`src/rtl/switch_traffic_gen.sv`:
```
// Stimulus source for the 4-port byte switch: issues a programmed number of
// beats with LFSR destinations, one-to-one routed per cycle, tagged data bytes.
module switch_traffic_gen #(
  parameter int unsigned NUM_PORTS = 4,
  parameter int unsigned LANE_W    = 8,
  parameter logic [15:0] SEED      = 16'hACE1
) (
  input  logic                        clk,
  input  logic                        reset,
  input  logic                        start,
  input  logic [15:0]                 pkt_count,
  input  logic [3:0]                  gap,
  input  logic [NUM_PORTS-1:0]        port_en,
  output logic                        busy,
  output logic                        done,
  output logic [15:0]                 sent_count,
  output logic [NUM_PORTS-1:0]        valid_in,
  output logic [NUM_PORTS*LANE_W-1:0] addr_in,
  output logic [NUM_PORTS*LANE_W-1:0] data_in
);

  localparam logic [1:0] S_IDLE = 2'd0;
  localparam logic [1:0] S_RUN  = 2'd1;
  localparam logic [1:0] S_GAP  = 2'd2;
  localparam logic [1:0] S_DONE = 2'd3;

  logic [1:0]  state, state_nx;
  logic [15:0] lfsr;
  logic [1:0]  rr;
  logic [15:0] remaining;
  logic [3:0]  gap_r, gap_cnt, gap_cnt_nx;
  logic [NUM_PORTS-1:0] en_r;
  logic [5:0]  seq [NUM_PORTS];

  logic        issue, start_acc;
  logic [NUM_PORTS-1:0] en_c, grant, claimed;
  logic [15:0] rem_c, rem_v;
  logic [2:0]  ngrant;
  logic [1:0]  p_c, d_c;
  logic [5:0]  seq_c;
  logic [NUM_PORTS*LANE_W-1:0] addr_nx, data_nx;
  logic        lfsr_fb;

  assign lfsr_fb = lfsr[15] ^ lfsr[13] ^ lfsr[12] ^ lfsr[10];

  always_ff @(posedge clk or posedge reset) begin
    if (reset) state <= S_IDLE;
    else       state <= state_nx;
  end

  // Next state; "issue" marks an edge that loads a beat set into the output lanes.
  always_comb begin
    state_nx   = state;
    issue      = 1'b0;
    start_acc  = 1'b0;
    gap_cnt_nx = gap_cnt;
    case (state)
      S_IDLE: begin
        if (start) begin
          start_acc = 1'b1;
          if (pkt_count == 16'd0 || port_en == '0) begin
            state_nx = S_DONE;
          end else begin
            state_nx = S_RUN;
            issue    = 1'b1;
          end
        end
      end
      S_RUN: begin
        if (remaining == 16'd0) begin
          state_nx = S_DONE;
        end else if (gap_r != 4'd0) begin
          state_nx   = S_GAP;
          gap_cnt_nx = gap_r;
        end else begin
          issue = 1'b1;
        end
      end
      S_GAP: begin
        if (gap_cnt <= 4'd1) begin
          state_nx = S_RUN;
          issue    = 1'b1;
        end else begin
          gap_cnt_nx = gap_cnt - 4'd1;
        end
      end
      S_DONE:  state_nx = S_IDLE;
      default: state_nx = S_IDLE;
    endcase
  end

  // At start the run parameters are not latched yet, so arbitrate on the raw inputs.
  assign en_c  = (state == S_IDLE) ? port_en : en_r;
  assign rem_c = (state == S_IDLE) ? pkt_count : remaining;

  // Round-robin arbitration: first claim on a destination wins, bounded by remaining.
  always_comb begin
    claimed = '0;
    grant   = '0;
    rem_v   = rem_c;
    ngrant  = 3'd0;
    addr_nx = '0;
    data_nx = '0;
    p_c     = 2'd0;
    d_c     = 2'd0;
    seq_c   = 6'd0;
    for (int i = 0; i < NUM_PORTS; i++) begin
      p_c   = rr + 2'(i);
      d_c   = lfsr[{p_c, 1'b0} +: 2];
      seq_c = (state == S_IDLE) ? 6'd0 : seq[p_c];
      if (en_c[p_c] && !claimed[d_c] && rem_v != 16'd0) begin
        grant[p_c]   = 1'b1;
        claimed[d_c] = 1'b1;
        rem_v        = rem_v - 16'd1;
        ngrant       = ngrant + 3'd1;
        addr_nx[LANE_W*p_c +: LANE_W] = LANE_W'(d_c);
        data_nx[LANE_W*p_c +: LANE_W] = LANE_W'({p_c, seq_c});
      end
    end
  end

  always_ff @(posedge clk or posedge reset) begin
    if (reset) begin
      busy       <= 1'b0;
      done       <= 1'b0;
      sent_count <= 16'd0;
      valid_in   <= '0;
      addr_in    <= '0;
      data_in    <= '0;
      lfsr       <= SEED;
      rr         <= 2'd0;
      remaining  <= 16'd0;
      gap_r      <= 4'd0;
      gap_cnt    <= 4'd0;
      en_r       <= '0;
      for (int i = 0; i < NUM_PORTS; i++) seq[i] <= 6'd0;
    end else begin
      busy     <= (state_nx == S_RUN) || (state_nx == S_GAP);
      done     <= (state_nx == S_DONE);
      gap_cnt  <= gap_cnt_nx;
      valid_in <= issue ? grant : '0;
      addr_in  <= issue ? addr_nx : '0;
      data_in  <= issue ? data_nx : '0;
      if (start_acc) begin
        gap_r      <= gap;
        en_r       <= port_en;
        remaining  <= pkt_count;
        sent_count <= 16'd0;
      end
      if (issue) begin
        lfsr       <= {lfsr[14:0], lfsr_fb};
        rr         <= rr + 2'd1;
        remaining  <= rem_v;
        sent_count <= (start_acc ? 16'd0 : sent_count) + 16'(ngrant);
      end
      for (int i = 0; i < NUM_PORTS; i++) begin
        if (start_acc)
          seq[i] <= (issue && grant[i]) ? 6'd1 : 6'd0;
        else if (issue && grant[i])
          seq[i] <= seq[i] + 6'd1;
      end
    end
  end

endmodule

```
`config.mk`:
```
export PLATFORM = sky130hd
export DESIGN_NAME = switch_traffic_gen
export DESIGN_NICKNAME = d
export VERILOG_FILES = /design/src/rtl/switch_traffic_gen.sv
export SDC_FILE = /design/constraint.sdc
export NUM_CORES = 1
export LEC_CHECK = 0
export BUFFER_PORTS_ARGS = -buffer_cell sky130_fd_sc_hd__buf_2
export CORE_ASPECT_RATIO = 1.2
export CORE_MARGIN = 4
export CORE_UTILIZATION = 55
export DETAILED_ROUTE_END_ITERATION = 8
export PLACE_DENSITY = 0.79
export SLEW_MARGIN = 5
export SYNTH_ARGS = -nofsm -noshare
export SYNTH_HDL_FRONTEND = slang
export SYNTH_SLANG_ARGS = --single-unit
```
`constraint.sdc`:
```
create_clock -name clk -period 13.25 [get_ports clk]
set_input_delay 2.65 -clock clk [delete_from_list [all_inputs] [get_ports clk]]
set_output_delay 2.65 -clock clk [all_outputs]
set_load 0.01 [all_outputs]
```
# Word level (Yosys, flattened, before mapping)
# Cells that the tools add are included.
[totals]
register_bits = 158
in_bits = 27
[classes]
n_addsub = 20
n_reduce_logical = 41
eq_ne = 9
magnitude_cmp = 20
shift = 16
mux = 114
n_bitwise = 14
[ops]
columns = ["cell", "count"]
rows = [
  ["$mux 32", 10],
  ["$shiftx 8x34->32", 8],
  ["$bwmux 32", 6],
  ["$mux 16", 9],
  ["$neg 5->34", 4],
  ["$shift 8x34->32 const A", 4],
  ["$mux 6", 20],
  ["$and 32x32->32", 2],
  ["$reduce_bool 16->1", 4],
  ["$shiftx 16x4->2", 4],
  ["$sub 16x1->16 const B", 4],
  ["$bmux 6 s2", 4],
  ["$mux 4", 12],
  ["$logic_not 16->1", 2],
  ["$mux 1", 27],
  ["$add 6x1->6 const B", 4],
  ["$lt 2x3->1 const B", 8],
  ["$or 4x4->4", 5],
  ["$logic_and 1x1->1", 19],
  ["$add 16x3->16", 1],
  ["$bmux 1 s2", 8],
  ["$demux 1 s2", 7],
  ["$ge 2x1->1 const B", 7],
  ["$ge 3x3->1 const B", 4],
  ["other kinds (22)", 51],
]

# Longest topological paths before layout
# Gate-level depths: netlist (run 1).
[depth]
word_depth = 28
mapped_depth = 43

# Worst setup path after synthesis (run 1)
# Ideal clock, no wire load.
[synth_path]
path_kind = "in2reg"
start = "input pkt_count[0]"
end = "register sent_count[15]"
setup_time_ns = 0.132
arrival_time_ns = 10.420
stages = 38
path_buffers = 6
slack_ns = 2.698
t_required_ns = 13.118
path_cell_list = "mux2i_1 > ha_1 > clkbuf_1 > a32oi_1 > nor3b_2 > a21oi_4 > clkbuf_1 > nand2_1 > nand2_1 > ha_1 > buf_1 > or3b_2 > a2bb2oi_1 > o22a_1 > nor4b_4 > a21oi_1 > clkbuf_1 > xnor2_1 > [... 2 more ...] > nand2_1 > nor2_1 > a21oi_2 > xnor2_1 > ha_1 > inv_1 > or4b_1 > buf_2 > o21ai_4 > buf_4 > mux2_2 > ha_1 > a21o_1 > a21oi_1 > nor4_1 > nand4_1 > xor2_1 > nor2_1"
[synth_via]
elab_chain_cells = 24
elab_cells_between_ends = 46
classes_between = "add/sub: 7; mux: 21; bitwise: 2; reduce/logical: 16"
[synth_lines]
columns = ["element", "line", "rtl"]
rows = [
  ["start, declared", "11", "input logic [15:0] pkt_count,"],
  ["parallel branches: the longest is 23 deep, another holds $sub 16x1->16", "-", ""],
  ["$mux 16 *", "150", "if (issue) begin"],
  ["end signal, assigned", "154", "sent_count <= (start_acc ? 16'd0 : sent_count) + 16'(ngrant);"],
  ["end, declared", "16", "output logic [15:0] sent_count,"],
]
# Every way passes the cells marked *. The select of a mux whose other input is x is not followed.
# A chain may end at the register's enable or synchronous reset.

# Final worst setup path (run 1)
# Same ends and word-level chain as after synthesis.

==> results of run 1 <==
metrics by stage:
stage | setup slack, ps | hold WS [ps] | utilization [%] | cell area [sq um]
floorplan | 2700 | 445 | - | 11500
global placement | 1460 | 459 | 58.1 | 11900
detailed placement | 1120 | 465 | 58.1 | 11900
CTS | 1560 | 489 | 61.0 | 12400
global route | 734 | 522 | 61.0 | 12400
finish | 1460 | 487 | 61.0 | 12400
final cells by class:
cell class | instances | area share (%)
multi-input cells | 1080 | 60.6
flip-flops and latches | 133 | 26.9
repair buffers | 101 | 4.33
clock buffers | 19 | 3.56
well taps | 265 | 2.67
clock inverters | 13 | 1.13
inverters | 27 | 0.855
per-layer routing:
metal | GRT usage (%) | share of wire, %
met2 | 42.2 | 46
met3 | 5.79 | 9.1
met5 | 0 | 0.17
met1 | 38.5 | 42
met4 | 8.18 | 2.8
layout by cell type (no fill, tap or decap), types with 35 or more instances in the layout:
cell type and n:
or3_1 40, nand3_1 51, xnor2_1 53, nand2_1 189, mux2i_1 35, mux4_2 36
dfrtp_1 124, nor2_1 78, buf_2 88, a21oi_1 91
worst reg2reg max path: cells and delay by family, from the launching register on:
| kind | cells | cell delay [ps] |
|---|---|---|
| flops | 1 | 570 |
| mux | 3 | 990 |
| simple gates | 11 | 3830 |
| fa+ha+maj | 5 | 1600 |
| compound gates | 9 | 2220 |
| xor+xnor | 3 | 690 |
| buf+inv | 5 | 880 |
sequential cells by signal, summed over array words and instances (netlist names):
signal      cells
state           2
data_in        31
rr              2
busy            1
valid_in        4
seq            24
remaining      16
done            1
addr_in         8
gap_cnt         4
gap_r           4
sent_count     16
en_r            4
lfsr           16
worst max-delay path by stage:
| stage | depth (start not counted) | to | start |
|---|---|---|---|
| finish | 36 | sent_count[15]$_DFF_PP0_ | pkt_count[0] |
| global route | 37 | sent_count[15]$_DFF_PP0_ | pkt_count[0] |
| CTS | 36 | sent_count[15]$_DFF_PP0_ | pkt_count[0] |
| detailed placement | 36 | sent_count[15]$_DFF_PP0_ | pkt_count[0] |
| global placement | 34 | sent_count[15]$_DFF_PP0_ | pkt_count[0] |
| floorplan | 38 | sent_count[15]$_DFF_PP0_ | pkt_count[0] |
synthesized netlist by cell type, types with 7 or more instances:
cell type and number:
mux2_2 24, nor3b_1 9, a41oi_1 10, dfrtp_1 125, nand2_1 189, a211oi_1 12, o22ai_1 7, o21ai_1 11
buf_4 33, nor2_1 79, buf_2 10, or3_1 40, dfstp_2 8, nand3b_1 8, xnor2_1 53, mux2i_1 35
o21ai_0 32, nor3_1 32, ha_1 25, a21o_1 13, o31ai_1 7, a21oi_1 91, o211ai_1 14, and2_1 17
nand4_1 20, clkbuf_1 55, buf_1 16, mux4_2 36, nand3_1 51, inv_1 26, xor2_1 29, o21a_1 8
nor4_1 26, and3_1 12, o221ai_1 15, nand2b_1 12, a31oi_1 14
kinds of logic (layout without fill, tap and decap cells):
family / Yosys count / after routing / share of synthesized area [%]
flip-flops: 133 / 133 / 29.1
AO/OA/AOI/OAI: 293 / 293 / 17.5
AND/OR/NAND/NOR: 557 / 557 / 25.7
buffers and inverters: 143 / 160 / 5.95
multiplexers: 96 / 96 / 12.6
adder cells (fa/ha/maj): 26 / 26 / 2.91
XOR/XNOR: 82 / 82 / 6.27
other: 1 / 26 / 0.0327
==> metrics.cfg, run 1 <==
[status]
status=complete, no violations

[finish]
fill_cells=1773
multi_input_area_sq_um=7540
drive_gt1_share_pct=17.8
n_antenna_cell=0
final_cell_count_no_fill=1638
finalNetCount=1413
syn2layout_area_growth_pct=8.56
regArea_sq_um=3340

[place]
dp_cells=1606
dp_hpwl_um=23300
portBuffers=88
place_congestion=0.997

[clock_network]
numCtsBuffers=17
htree_levels=4
cts_hold_buffers=0
post-cts-setup-buffers=0
cts_root_buffer=clkbuf_16
ctsLongestPathBuffers=2
clock-sinks=133
ctsResizeCount=0
cts_tree=done
clkTransAtPathRegs_ps=60
clk_latency_ps=420

[setup_path]
timing.rr.end=sent_count[15]$_DFF_PP0_
reg2reg_slack_ps=2340
critPathMaxFanout=22
max_stage_delay_ps=700
cp_num_buf_inv=6
endpoint_kind=flip-flop
start_kind=primary input
cp_slowest_cell=or4b_1
cpMostUsedCell=ha_1
crit_required_ps=13520
cp.arrival_ps=12060
rr_worst_depth=36
crit_family=simple AND/OR/NAND/NOR gates
r2r-start=state[1]$_DFF_PP0_
critPathKind=in2reg

[routing]
drtIter0Drc=1459
drt.antenna.violating_nets=0
drc=0
wl_um=32100
drtPass1Iterations=6
vias=10700
drt-vias-per-instance=6.51
wl_per_cell_um=19.6

[timing]
skew_ps=8.75
slew_viol_final=0
slew_headroom_pct=30.3
period_share_pct=89.0
timing.fmax_mhz=84.8
fin_tns_setup_ps=0
worstMarginPinSlew_ps=1050
setup_viol=0
finalCriticalPeriod_ps=11790
rsz0062_at_grt=no
hold_violations=0

[yosys]
ys_seq_elements=133
synth_area_leaders=dfrtp_1, mux4_2, nand2_1
syn_area_sq_um=11500
synth-async-reset-ratio_pct=100
syn_inst=1331
synthFlopType=dfrtp_1
ys_warn_count=0
synth-edff-count=0
seq_area_frac_synth_pct=29.1
yosysTopAreaCellShare_pct=27.3
yosysTopAreaCell=dfrtp_1
syn_area_per_cell_sq_um=8.61
yosysUniqueCellTypes=94

[floorplan]
io_pins=113
die-area_sq_um=23200
std_cell_rows=57
start_util_pct=56.2
die_height_um=166
coreArea_sq_um=20400
die_w_um=140

[flow_run]
maxCapViolCount=0

[global_route]
grt_max_degree=83
first_global_vias=9996
grt_pass1_wl_um=52500
grt_antenna_before_repair=5
grt_usage_pct=27.2
gr-total-overflow=0

[worst_hold_path]
hp-start=en_r[3]$_DFFE_PP0P_
whs_path_depth=2
hp-class=reg2reg
hold_end=en_r[3]$_DFFE_PP0P_

Power of run 1 is not shown: default switching activity piles up to over one toggle a cycle in this logic, so the estimate is an artifact.
==> run 2, diff against run 1 <==
--- a/config.mk
+++ b/config.mk
@@ -8,9 +8,9 @@
 export BUFFER_PORTS_ARGS = -buffer_cell sky130_fd_sc_hd__buf_2
 export CORE_ASPECT_RATIO = 1.2
 export CORE_MARGIN = 4
-export CORE_UTILIZATION = 55
+export CORE_UTILIZATION = 60
 export DETAILED_ROUTE_END_ITERATION = 8
-export PLACE_DENSITY = 0.79
+export PLACE_DENSITY = 0.85
 export SLEW_MARGIN = 5
 export SYNTH_ARGS = -nofsm -noshare
 export SYNTH_HDL_FRONTEND = slang
==> run 2 against run 1 <==
Die area down 7.9%. Cell count down 0.49%. Via count up 3.0%. Sequential share of layout area up 0.087 points. Routed wire length up 2.5%. First-iteration DRC count up 14%. Global-route usage up 3.0 points. Hold slack better by 4.1 ps. Clock-buffer cell count down 1. Flip-flop and latch count unchanged. Register-to-register slack better by 200 ps. Non-clock buffer count up 1. Critical path type unchanged.
==> metrics.cfg, run 2 (synthesized netlist as in run 1, its figures left out) <==
[flow_run]
maxCapViolCount=0

[finish]
drive_gt1_share_pct=17.9
finalNetCount=1414
fill_cells=1513
largestRegisters=data_in: 31 flops, seq: 24 flops
final_core_utilization_pct=66.0
most-common-layout-cells=nand2_1, dfrtp_1, a21oi_1
final_common_cell=nand2_1
n_antenna_cell=0
largest_register_ffs=31
syn2layout_area_growth_pct=8.21
largest_register=data_in
final_cell_count_no_fill=1630

[status]
status=complete, no violations

[worst_hold_path]
hp-class=reg2reg

[timing]
finalCriticalPeriod_ps=11800
slew_viol_final=0
setup_viol=0
rsz0062_at_grt=no
fin_tns_setup_ps=0
skew_ps=10.3
timing.fmax_mhz=84.8
period_share_pct=89.0
worstMarginPinSlew_ps=1010
hold_violations=0
slew_headroom_pct=32.7

[setup_path]
cp_slowest_cell=or4b_1
critPathMaxFanout=22
critPathKind=in2reg
cp.arrival_ps=12080
start_kind=primary input
cpMostUsedCell=ha_1
crit_required_ps=13530
endpoint_kind=flip-flop
max_stage_delay_ps=690

[floorplan]
die-area_sq_um=21400
die_height_um=159
std_cell_rows=55
die_w_um=134
coreArea_sq_um=18800
io_pins=113
start_util_pct=61.0

[routing]
drt.antenna.violating_nets=0
drt-vias-per-instance=6.74
vias=11000
wl_um=32900
drc=0
drtPass1Iterations=6
drtIter0Drc=1656
wl_per_cell_um=20.2

[clock_network]
cts_hold_buffers=0
ctsResizeCount=0
numCtsBuffers=17
clk_latency_ps=430
post-cts-setup-buffers=0
htree_levels=4
clock-sinks=133
cts_root_buffer=clkbuf_16
cts_tree=done
ctsLongestPathBuffers=2
clkTransAtPathRegs_ps=60

[global_route]
gr-total-overflow=0
grt_max_degree=83
grt_antenna_before_repair=1
first_global_vias=10300
grt_usage_pct=30.3
grt_pass1_wl_um=53000

[place]
place_congestion=1.01
portBuffers=88
dp_cells=1598
dp_hpwl_um=23700

run 2: changes by cell type in the layout (fill, tap and decap cells not counted):
cell and delta:
buf_4 +1, clkinvlp_4 +1, clkinv_4 -1, clkbuf_8 -1, inv_6 +3, clkinv_2 +1
bufinv_16 -1, inv_8 -2
run 2: metal layers:
layer	up-vias	wire, um	GRT usage (%)
met5	-	7	0
met4	2	981	9.58
met3	119	3240	6.70
met2	693	15400	48.0
met1	5237	13200	41.6
li1	4929	-	-
run 2: layout make-up:
class	instances	area (sq um)	share of cell area [%]
multi-input cells	1080	7540	60.8
flip-flops and latches	133	3340	26.9
clock buffers	18	429	3.46
repair buffers	102	546	4.40
well taps	256	320	2.58
inverters	27	106	0.858
clock inverters	14	118	0.949
run 2: final timing paths:
| kind | start | end | slack, ps | cells after the start |
|---|---|---|---|---|
| worst max register to register | state[0]$_DFF_PP0_ | sent_count[15]$_DFF_PP0_ | 2540 | 33 |
| min in group asynchronous | reset | seq[17]$_DFFE_PP0P_ | 2230 | 2 |
| max in group asynchronous | reset | rr[0]$_DFFE_PP0P_ | 9630 | 3 |
| worst max-delay path | pkt_count[0] | sent_count[15]$_DFF_PP0_ | 1450 | 36 |
| worst min register to register | en_r[1]$_DFFE_PP0P_ | en_r[1]$_DFFE_PP0P_ | 490 | 2 |
| worst min-delay path | en_r[1]$_DFFE_PP0P_ | en_r[1]$_DFFE_PP0P_ | 490 | 2 |
run 2: through the flow:
stage / hold WS (ps) / area (sq um) / setup slack, ps
2_1_floorplan: 445 / 11500 / 2700
4_1_cts: 495 / 12400 / 1640
3_3_place_gp: 458 / 11900 / 1520
5_1_grt: 517 / 12400 / 930
6_report: 491 / 12400 / 1450
3_5_place_dp: 464 / 11900 / 1250
run 2: critical path, delay by kind of cell:
family	cells	cell delay (ps)
adder cells (fa/ha/maj)	5	1660
XOR/XNOR	3	710
multiplexers	3	810
AND/OR/NAND/NOR	10	2990
AO/OA/AOI/OAI	9	2250
buffers and inverters	6	980
Power of run 2 is left out for the same reason.
==> run 3, diff against run 2 <==
--- a/config.mk
+++ b/config.mk
@@ -9,7 +9,9 @@
 export CORE_ASPECT_RATIO = 1.2
 export CORE_MARGIN = 4
 export CORE_UTILIZATION = 60
+export CTS_BUF_LIST = sky130_fd_sc_hd__clkbuf_16
 export DETAILED_ROUTE_END_ITERATION = 8
+export MAX_ROUTING_LAYER = met4
 export PLACE_DENSITY = 0.85
 export SLEW_MARGIN = 5
 export SYNTH_ARGS = -nofsm -noshare
==> run 3 against run 2 <==
Maximum frequency grew 0.18%. Clock skew grew 2.9 ps. Die area is the same. Hold slack gained 20 ps. Cell count is the same. First-iteration DRC count shrank 2.8%. Critical path depth shrank 2. Clock-buffer cell count shrank 1. Final area grew 0.39%. Critical path type unchanged.
==> metrics.cfg, run 3 (synthesized netlist as in run 1, its figures left out) <==
[timing]
rsz0062_at_grt=no
timing.fmax_mhz=84.9
worstMarginPinSlew_ps=1070
hold_ws_ps=511
setup_viol=0
fin_tns_setup_ps=0
skew_ps=13.2
slew_viol_final=0
slew_headroom_pct=28.9
period_share_pct=88.9
finalCriticalPeriod_ps=11780
layout_setup_ws_ps=1470
hold_violations=0

[worst_hold_path]
whs_path_depth=1
hold_end=lfsr[9]$_DFFE_PP0P_
hp-start=lfsr[9]$_DFFE_PP0P_
hp-class=reg2reg

[setup_path]
timing.rr.end=sent_count[15]$_DFF_PP0_
rr_worst_depth=34
max_stage_delay_ps=660
cp_num_buf_inv=4
endpoint_kind=flip-flop
cp_slowest_cell=or4b_1
crit_family=simple AND/OR/NAND/NOR gates
critPathMaxFanout=22
crit_required_ps=13550
r2r-start=state[1]$_DFF_PP0_
reg2reg_slack_ps=2320
cp.arrival_ps=12070
start_kind=primary input
critPathKind=in2reg
cpMostUsedCell=ha_1

[place]
dp_hpwl_um=23800
dpl_worst_slack_ps=1170
dpl_cell_area_sq_um=11800
place_congestion=0.980
portBuffers=88

[floorplan]
coreArea_sq_um=18800
io_pins=113
std_cell_rows=55
die_height_um=159
start_util_pct=61.0
die_w_um=134
die-area_sq_um=21400

[finish]
largestRegisters=data_in: 31 flops, seq: 24 flops
drive_gt1_share_pct=17.9
finalNetCount=1413
largest_register_ffs=31
final_cell_area_sq_um=12400
largest_register=data_in
most-common-layout-cells=nand2_1, dfrtp_1, a21oi_1
final_common_cell=nand2_1
syn2layout_area_growth_pct=8.64

[routing]
wl_per_cell_um=20.3
drt-vias-per-instance=6.69
wl_um=33200
vias=10900
drc=0
drt.antenna.violating_nets=0
drtIter0Drc=1610
drtPass1Iterations=6

[clock_network]
cts_tree=done
clock-sinks=133
ctsResizeCount=0
post-cts-setup-buffers=0
ctsLongestPathBuffers=2
clk_latency_ps=430
numCtsBuffers=17
htree_levels=4
clkTransAtPathRegs_ps=60
cts_hold_buffers=0
cts_root_buffer=clkbuf_16

[global_route]
first_global_vias=10100
grt_pass1_wl_um=53800
grt_usage_pct=31.7
grt_antenna_before_repair=1
grt_max_degree=90
gr-total-overflow=0

[flow_run]
maxCapViolCount=0

[status]
status=complete, no violations

[run 3: changes by cell type in the layout (fill, tap and decap cells not counted), sizes merged]
cell and change:
bufinv +1, inv +3, diode +1, clkinvlp -1, clkinv -2, buf -1, clkbuf -1
[run 3: cell type report]
type | instances | area (sq um)
inverter | 27 | 106
clock inverter | 15 | 175
sequential | 133 | 3340
tap | 256 | 320
multi-input combinational | 1080 | 7540
clock buffer | 17 | 425
antenna | 1 | 2.50
timing repair buffer | 101 | 538
fill | 1526 | 6340
[run 3: per-stage QoR]
stage	cells	util [%]
after global placement	1597	63.0
after floorplan	1356	-
after CTS	1629	66.2
final	1630	66.2
after detailed placement	1597	63.0
after global routing	1630	66.2
[run 3: how the worst max path moves through the flow]
stage | startpoint | to | slack, ps | cells after the start
6_report | pkt_count[0] | sent_count[15]$_DFF_PP0_ | 1470 | 34
5_1_grt | pkt_count[0] | sent_count[13]$_DFF_PP0_ | 780 | 37
4_1_cts | pkt_count[0] | sent_count[15]$_DFF_PP0_ | 1600 | 34
3_5_place_dp | pkt_count[0] | sent_count[15]$_DFF_PP0_ | 1170 | 34
3_3_place_gp | pkt_count[0] | sent_count[15]$_DFF_PP0_ | 1470 | 34
2_1_floorplan | pkt_count[0] | sent_count[15]$_DFF_PP0_ | 2700 | 38
[run 3: routing by layer]
| metal | vias to the layer above | part of all wire, % | global-route usage, % |
|---|---|---|---|
| li1 | 4918 | - | - |
| met1 | 5212 | 41 | 44.1 |
| met2 | 687 | 46 | 48.2 |
| met3 | 94 | 9.8 | 5.18 |
| met4 | 0 | 2.7 | 9.31 |
| met5 | - | 0 | - |
Power of run 3 is left out for the same reason.
